--- src/rtl/rv3n_stage_dc.sv ---
// rv3n decode-stage bundle buffer: kills lanes behind a taken control transfer and queues bundles for ID.
// Optional build macro DC_COMPACT_EN packs surviving lanes toward lane 0.
module rv3n_stage_dc #(
    parameter int PNUM   = 3,
    parameter int XLEN   = 32,
    parameter int DC_LEN = 16
) (
    input  logic                   clk,
    input  logic                   rst,
    input  logic                   stage_dc_clear,
    output logic                   dc2if_ready,
    input  logic [PNUM-1:0]        if2dc_valid,
    input  logic [PNUM*XLEN-1:0]   if2dc_instr,
    input  logic [PNUM-1:0]        if2dc_predict,
    input  logic [PNUM*XLEN-1:0]   if2dc_pc,
    output logic [PNUM*XLEN-1:0]   dc2dec_instr,
    input  logic [PNUM*DC_LEN-1:0] dec2dc_arguments,
    input  logic                   id2dc_ready,
    output logic [PNUM-1:0]        dc2id_valid,
    output logic [PNUM*XLEN-1:0]   dc2id_instr,
    output logic [PNUM-1:0]        dc2id_predict,
    output logic [PNUM*DC_LEN-1:0] dc2id_arguments,
    output logic [PNUM*XLEN-1:0]   dc2id_pc
);

    localparam int DEPTH = 2;
    localparam int LW    = XLEN + 1 + DC_LEN + XLEN;
    localparam int PW    = (DEPTH > 1) ? $clog2(DEPTH) : 1;
    localparam int CW    = $clog2(DEPTH + 1);

    // Lane payload layout: {instr, predict, arguments, pc}
    typedef logic [PNUM-1:0][LW-1:0] pay_t;

    function automatic logic is_term(input logic [DC_LEN-1:0] a, input logic p);
        return a[DC_LEN-1] | a[DC_LEN-2] | a[DC_LEN-3] | (a[DC_LEN-4] & p);
    endfunction

    function automatic logic [PW-1:0] nxt_ptr(input logic [PW-1:0] p);
        return (p == PW'(DEPTH - 1)) ? '0 : p + PW'(1);
    endfunction

    pay_t            in_pay_s;
    pay_t            proc_pay_s;
    logic [PNUM-1:0] kv_s;
    logic [PNUM-1:0] proc_v_s;

    logic [CW-1:0]   count_q, count_d;
    logic [PW-1:0]   rd_ptr_q, rd_ptr_d;
    logic [PW-1:0]   wr_ptr_q, wr_ptr_d;
    logic [PNUM-1:0] mem_v_q [DEPTH];
    logic [PNUM-1:0] mem_v_d [DEPTH];
    pay_t            mem_pay_q [DEPTH];
    pay_t            mem_pay_d [DEPTH];
    logic [PNUM-1:0] out_v_q, out_v_d;
    pay_t            out_pay_q, out_pay_d;

    logic ready_s, accept_s, load_s, pop_s, bypass_s, push_s;

    assign dc2dec_instr = if2dc_instr;
    assign ready_s      = (count_q < CW'(DEPTH));
    assign accept_s     = ready_s & (|if2dc_valid);
    assign load_s       = id2dc_ready | ~(|out_v_q);
    assign pop_s        = load_s & (count_q != '0);
    assign bypass_s     = load_s & (count_q == '0) & accept_s;
    assign push_s       = accept_s & ~bypass_s;
    assign dc2if_ready  = ready_s;

    // Gather lanes and clear every valid lane behind the first terminator
    always_comb begin
        logic seen;
        seen     = 1'b0;
        in_pay_s = '0;
        kv_s     = '0;
        for (int j = 0; j < PNUM; j++) begin
            in_pay_s[j] = {if2dc_instr[j*XLEN +: XLEN], if2dc_predict[j],
                           dec2dc_arguments[j*DC_LEN +: DC_LEN], if2dc_pc[j*XLEN +: XLEN]};
            kv_s[j]     = if2dc_valid[j] & ~seen;
            if (kv_s[j] & is_term(dec2dc_arguments[j*DC_LEN +: DC_LEN], if2dc_predict[j])) begin
                seen = 1'b1;
            end else begin
                seen = seen;
            end
        end
    end

`ifdef DC_COMPACT_EN
    localparam int IW = (PNUM > 1) ? $clog2(PNUM) : 1;
    localparam int SW = $clog2(PNUM + 1);

    // Pack surviving lanes toward lane 0; vacated lanes carry zero payload
    always_comb begin
        logic [SW-1:0] slot;
        slot       = '0;
        proc_v_s   = '0;
        proc_pay_s = '0;
        for (int j = 0; j < PNUM; j++) begin
            if (kv_s[j]) begin
                proc_v_s[slot[IW-1:0]]   = 1'b1;
                proc_pay_s[slot[IW-1:0]] = in_pay_s[j];
                slot                     = slot + SW'(1);
            end else begin
                slot = slot;
            end
        end
    end
`else
    // Lanes keep their positions; killed lanes keep their payload
    always_comb begin
        proc_v_s   = kv_s;
        proc_pay_s = in_pay_s;
    end
`endif

    // FIFO, pointer, count and output-register next state; clear wins over everything
    always_comb begin
        count_d   = count_q;
        rd_ptr_d  = rd_ptr_q;
        wr_ptr_d  = wr_ptr_q;
        mem_v_d   = mem_v_q;
        mem_pay_d = mem_pay_q;
        out_v_d   = out_v_q;
        out_pay_d = out_pay_q;
        if (stage_dc_clear) begin
            count_d  = '0;
            rd_ptr_d = '0;
            wr_ptr_d = '0;
            out_v_d  = '0;
        end else begin
            if (load_s) begin
                if (pop_s) begin
                    out_v_d   = mem_v_q[rd_ptr_q];
                    out_pay_d = mem_pay_q[rd_ptr_q];
                    rd_ptr_d  = nxt_ptr(rd_ptr_q);
                end else if (accept_s) begin
                    out_v_d   = proc_v_s;
                    out_pay_d = proc_pay_s;
                end else begin
                    out_v_d = '0;
                end
            end else begin
                out_v_d = out_v_q;
            end
            if (push_s) begin
                mem_v_d[wr_ptr_q]   = proc_v_s;
                mem_pay_d[wr_ptr_q] = proc_pay_s;
                wr_ptr_d            = nxt_ptr(wr_ptr_q);
            end else begin
                wr_ptr_d = wr_ptr_q;
            end
            case ({push_s, pop_s})
                2'b10:   count_d = count_q + CW'(1);
                2'b01:   count_d = count_q - CW'(1);
                default: count_d = count_q;
            endcase
        end
    end

    // State registers with asynchronous active-low reset
    always_ff @(posedge clk or negedge rst) begin
        if (!rst) begin
            count_q   <= '0;
            rd_ptr_q  <= '0;
            wr_ptr_q  <= '0;
            mem_v_q   <= '{default: '0};
            mem_pay_q <= '{default: '0};
            out_v_q   <= '0;
            out_pay_q <= '0;
        end else begin
            count_q   <= count_d;
            rd_ptr_q  <= rd_ptr_d;
            wr_ptr_q  <= wr_ptr_d;
            mem_v_q   <= mem_v_d;
            mem_pay_q <= mem_pay_d;
            out_v_q   <= out_v_d;
            out_pay_q <= out_pay_d;
        end
    end

    // Split the output register back into the per-field ID buses
    always_comb begin
        dc2id_valid     = out_v_q;
        dc2id_instr     = '0;
        dc2id_predict   = '0;
        dc2id_arguments = '0;
        dc2id_pc        = '0;
        for (int j = 0; j < PNUM; j++) begin
            dc2id_instr[j*XLEN +: XLEN]       = out_pay_q[j][XLEN+DC_LEN+1 +: XLEN];
            dc2id_predict[j]                  = out_pay_q[j][XLEN+DC_LEN];
            dc2id_arguments[j*DC_LEN +: DC_LEN] = out_pay_q[j][XLEN +: DC_LEN];
            dc2id_pc[j*XLEN +: XLEN]          = out_pay_q[j][XLEN-1:0];
        end
    end

endmodule

--- config.mk ---
export PLATFORM = sky130hd
export DESIGN_NAME = rv3n_stage_dc
export DESIGN_NICKNAME = d
export VERILOG_FILES = /design/src/rtl/rv3n_stage_dc.sv
export SDC_FILE = /design/constraint.sdc
export NUM_CORES = 1
export LEC_CHECK = 0
export CORE_MARGIN = 2
export CORE_UTILIZATION = 51
export CTS_CLUSTER_SIZE = 25
export DETAILED_ROUTE_END_ITERATION = 7
export HOLD_SLACK_MARGIN = 0.15
export PLACE_DENSITY = 0.79
export RECOVER_POWER = 25
export SYNTH_ARGS = -nofsm -noshare
export SYNTH_HDL_FRONTEND = slang
export SYNTH_SLANG_ARGS = --single-unit
--- constraint.sdc ---
create_clock -name clk -period 4.79 [get_ports clk]
set_input_delay 0.7185 -clock clk [delete_from_list [all_inputs] [get_ports clk]]
set_output_delay 0.7185 -clock clk [all_outputs]
set_load 0.01 [all_outputs]
==> out/qor.yml <==
timing:
  tns_ns: 0
  slew_headroom: -0.856
  setup_violations: 0
  skew_ns: 0.0223
  rsz0062_at_grt: "no"
  fin_ws_ns: 1.73
  hold_violations: 0
  fin_crit_ns: 3.06
  fmax_mhz: 327
  fin_hold_ws_ns: 0.481
  tightestPinTransition_ns: 2.78
  finalCritPeriodShare: 0.638
  drv_slew: 97
clock_tree:
  cts_hold_buf: 0
  clk_pin_slew_ns: 0.06
  root_buffer: "clkbuf_16"
  post_cts_resized: 0
  cts_tree: "yes"
  htreeDepth: 3
  clockBufferDepth: 3
  cts_sinks: 742
  clk_latency_ns: 0.62
  cts_buffers: 80
  post_cts_buffers: 0
run_status:
  status: "finished with violations"
  violations: "max-capacitance violations, max-slew violations"
setup_path:
  worstSetupPathType: "in2async"
  critPathLaunchType: "input pin"
  cp_top_family: "buffers and inverters"
  crit_arrival_ns: 3.61
  critPathMaxFanout: 100
  cpMaxStageDelayCell: "clkbuf_2"
  crit_path_end_kind: "async pin"
  worst-path-buf-inv: 2
  slowest_delay_ns: 1.92
  cp.required_ns: 5.35
  path_cells: "clkbuf_2 > clkbuf_1"
route:
  routedWlPerCell_um: 21.8
  drtAntennaViolNets: 0
  avgViaCountPerCell: 5.42
  num_vias: 19900
  drc: 0
  wl_mm: 79.6
  drt_iter0_drc: 953
  drt_first_pass_iters: 6
global_routing:
  grt_max_degree: 145
  grt_pass1_wl_mm: 125
  grt_pass1_vias: 21800
  grt-ovfl-total: 0
  grt_usage: 0.229
  antenna_found_initial: 19
power_and_ir_drop:
  leakagePower_nw: 18.0
  ir_drop_mv: 0.360
  pwr_density_cell_mw_per_mm2: 591
die:
  initial_core_util: 0.516
  fp.dieW_um: 262
  coreArea_mm2: 0.0659
  ios: 593
  rows: 94
  dieArea_mm2: 0.0688
  die_height_um: 262
place:
  gp_congestion: 0.801
  port_buffers: 592
  dpl_worst_slack_ns: 1.57
  hpwlAfterDp_mm: 51.1
  post_dp_cell_area_mm2: 0.0401
synthesis:
  ys.warnings.count: 0
  synth_seq_cells: 742
  netlist_instances: 2247
  ys_seq_area_frac: 0.546
  yosysUniqueCellTypes: 35
  synth_top_area_frac: 0.546
  syn_avg_cell_area_um2: 15.1
  yosys.area.top_type: "dfrtp_1"
  syn-num-nets: 2497
  synth_area_leaders: "dfrtp_1 55%, mux2_2 39%, buf_4 2.3%"
  syn_area_mm2: 0.0340
cells_and_area:
  final_nets: 2968
  drive_gt1_frac: 0.482
  areaGrowthSynthToFinish_pct: 25.9
  regArea_mm2: 0.0186
  final_core_util: 0.650
  fillers: 4632
  design_area_mm2: 0.0428
  multiInputGateArea_mm2: 0.0141
hold_path:
  hp-class: "reg2reg"
run:
  drv_cap: 1
-- worst paths after layout --
kind | cells past startpoint | from | to | slack (ns)
max in group clk | 5 | id2dc_ready | dc2id_instr[74]$_DFFE_PN0P_ | 2.13
worst max register to register | 5 | dc2id_valid[1]$_DFFE_PN0P_ | dc2id_instr[74]$_DFFE_PN0P_ | 2.13
worst max-delay path | 2 | rst | mem_pay_q[386]$_DFFE_PN0P_ | 1.73
worst min-delay path | 1 | dc2id_arguments[13]$_DFFE_PN0P_ | dc2id_arguments[13]$_DFFE_PN0P_ | 0.48
min in group asynchronous | 1 | rst | dc2id_instr[44]$_DFFE_PN0P_ | 0.98
worst min register to register | 1 | dc2id_arguments[13]$_DFFE_PN0P_ | dc2id_arguments[13]$_DFFE_PN0P_ | 0.48
-- flip-flops by register name, indices dropped and copies added (netlist names) --
register	flops
wr_ptr_q	1
dc2id_instr	96
dc2id_arguments	48
rd_ptr_q	1
dc2id_predict	3
count_q	2
mem_v_q	6
mem_pay_q	486
dc2id_valid	3
dc2id_pc	96
-- report_power, final --
part	total (mW)	internal (mW)	switching (mW)	leakage (nW)
sequential	10.6	9.16	1.47	8.91
combinational	8.49	5.42	3.08	7.78
clock	6.18	3.66	2.53	1.32
-- area by class of cell --
cell class,count,share of cell area
antenna,16,0.000935
clock buffer,121,0.0564
clock inverter,23,0.00581
inverter,3,0.000263
multi-input combinational,1268,0.329
sequential,742,0.434
tap,864,0.0252
timing repair buffer,623,0.148
-- per-layer routing --
metal,routed length (um),global-route usage,part of all wire,vias up
li1,-,-,-,8961
met1,32000,0.275,0.40,10300
met2,41100,0.397,0.52,430
met3,4090,0.0559,0.051,130
met4,2440,0.0877,0.031,10
met5,57,0,0.00072,-
-- layout by cell type, fill, tap and decap left out, types with 3 or more instances in the layout --
| cell type | netlist | layout |
|---|---|---|
| buf_12 | 0 | 17 |
| clkbuf_1 | 20 | 19 |
| nor2_1 | 6 | 6 |
| mux2_1 | 46 | 46 |
| nand2_1 | 3 | 3 |
| clkbuf_8 | 0 | 24 |
| clkbuf_16 | 0 | 81 |
| diode_2 | 0 | 16 |
| clkdlybuf4s50_1 | 0 | 591 |
| mux2_2 | 1175 | 1175 |
| nor3_1 | 3 | 3 |
| dfrtp_1 | 742 | 741 |
| bufinv_16 | 0 | 3 |
| clkinv_2 | 0 | 14 |
| inv_1 | 3 | 3 |
| buf_4 | 102 | 10 |
| o21ai_0 | 5 | 5 |
-- synthesized netlist by cell type --
cell and number:
nor2_2 1, a31o_2 1, mux2i_1 2, o22ai_1 1, a21oi_1 2, nor2_1 6, nor3_4 2, and2_1 1
nand2_1 3, buf_1 21, a311oi_1 1, o21a_1 1, or3_1 1, xnor2_1 1, a211oi_1 2, inv_1 3
nor3_2 1, buf_2 91, buf_4 102, nand3_1 1, mux2_1 46, mux2_2 1175, dfrtp_1 742, and3_1 1
o21ai_1 1, a211o_1 2, xor2_1 1, clkbuf_1 20, o2111ai_1 1, o21ai_0 5, nor4_1 2, nor3b_1 2
nor2b_1 1, nor3_1 3, o41ai_1 1
-- kinds of logic after synthesis --
family,synth area share
mux,0.405
xor+xnor,0.000515
simple gates,0.00456
buf+inv,0.0408
compound gates,0.00357
flops,0.546
-- per-stage QoR --
| step | total power, mW | std cells |
|---|---|---|
| after CTS | 25.6 | 3644 |
| after global routing | 26.7 | 3658 |
| after global placement | 18.7 | 3500 |
| after floorplan | 15.7 | 2247 |
| after detailed placement | 19.3 | 3500 |
| final | 25.3 | 3660 |
Note: power is estimated with default switching activity, not from simulation.
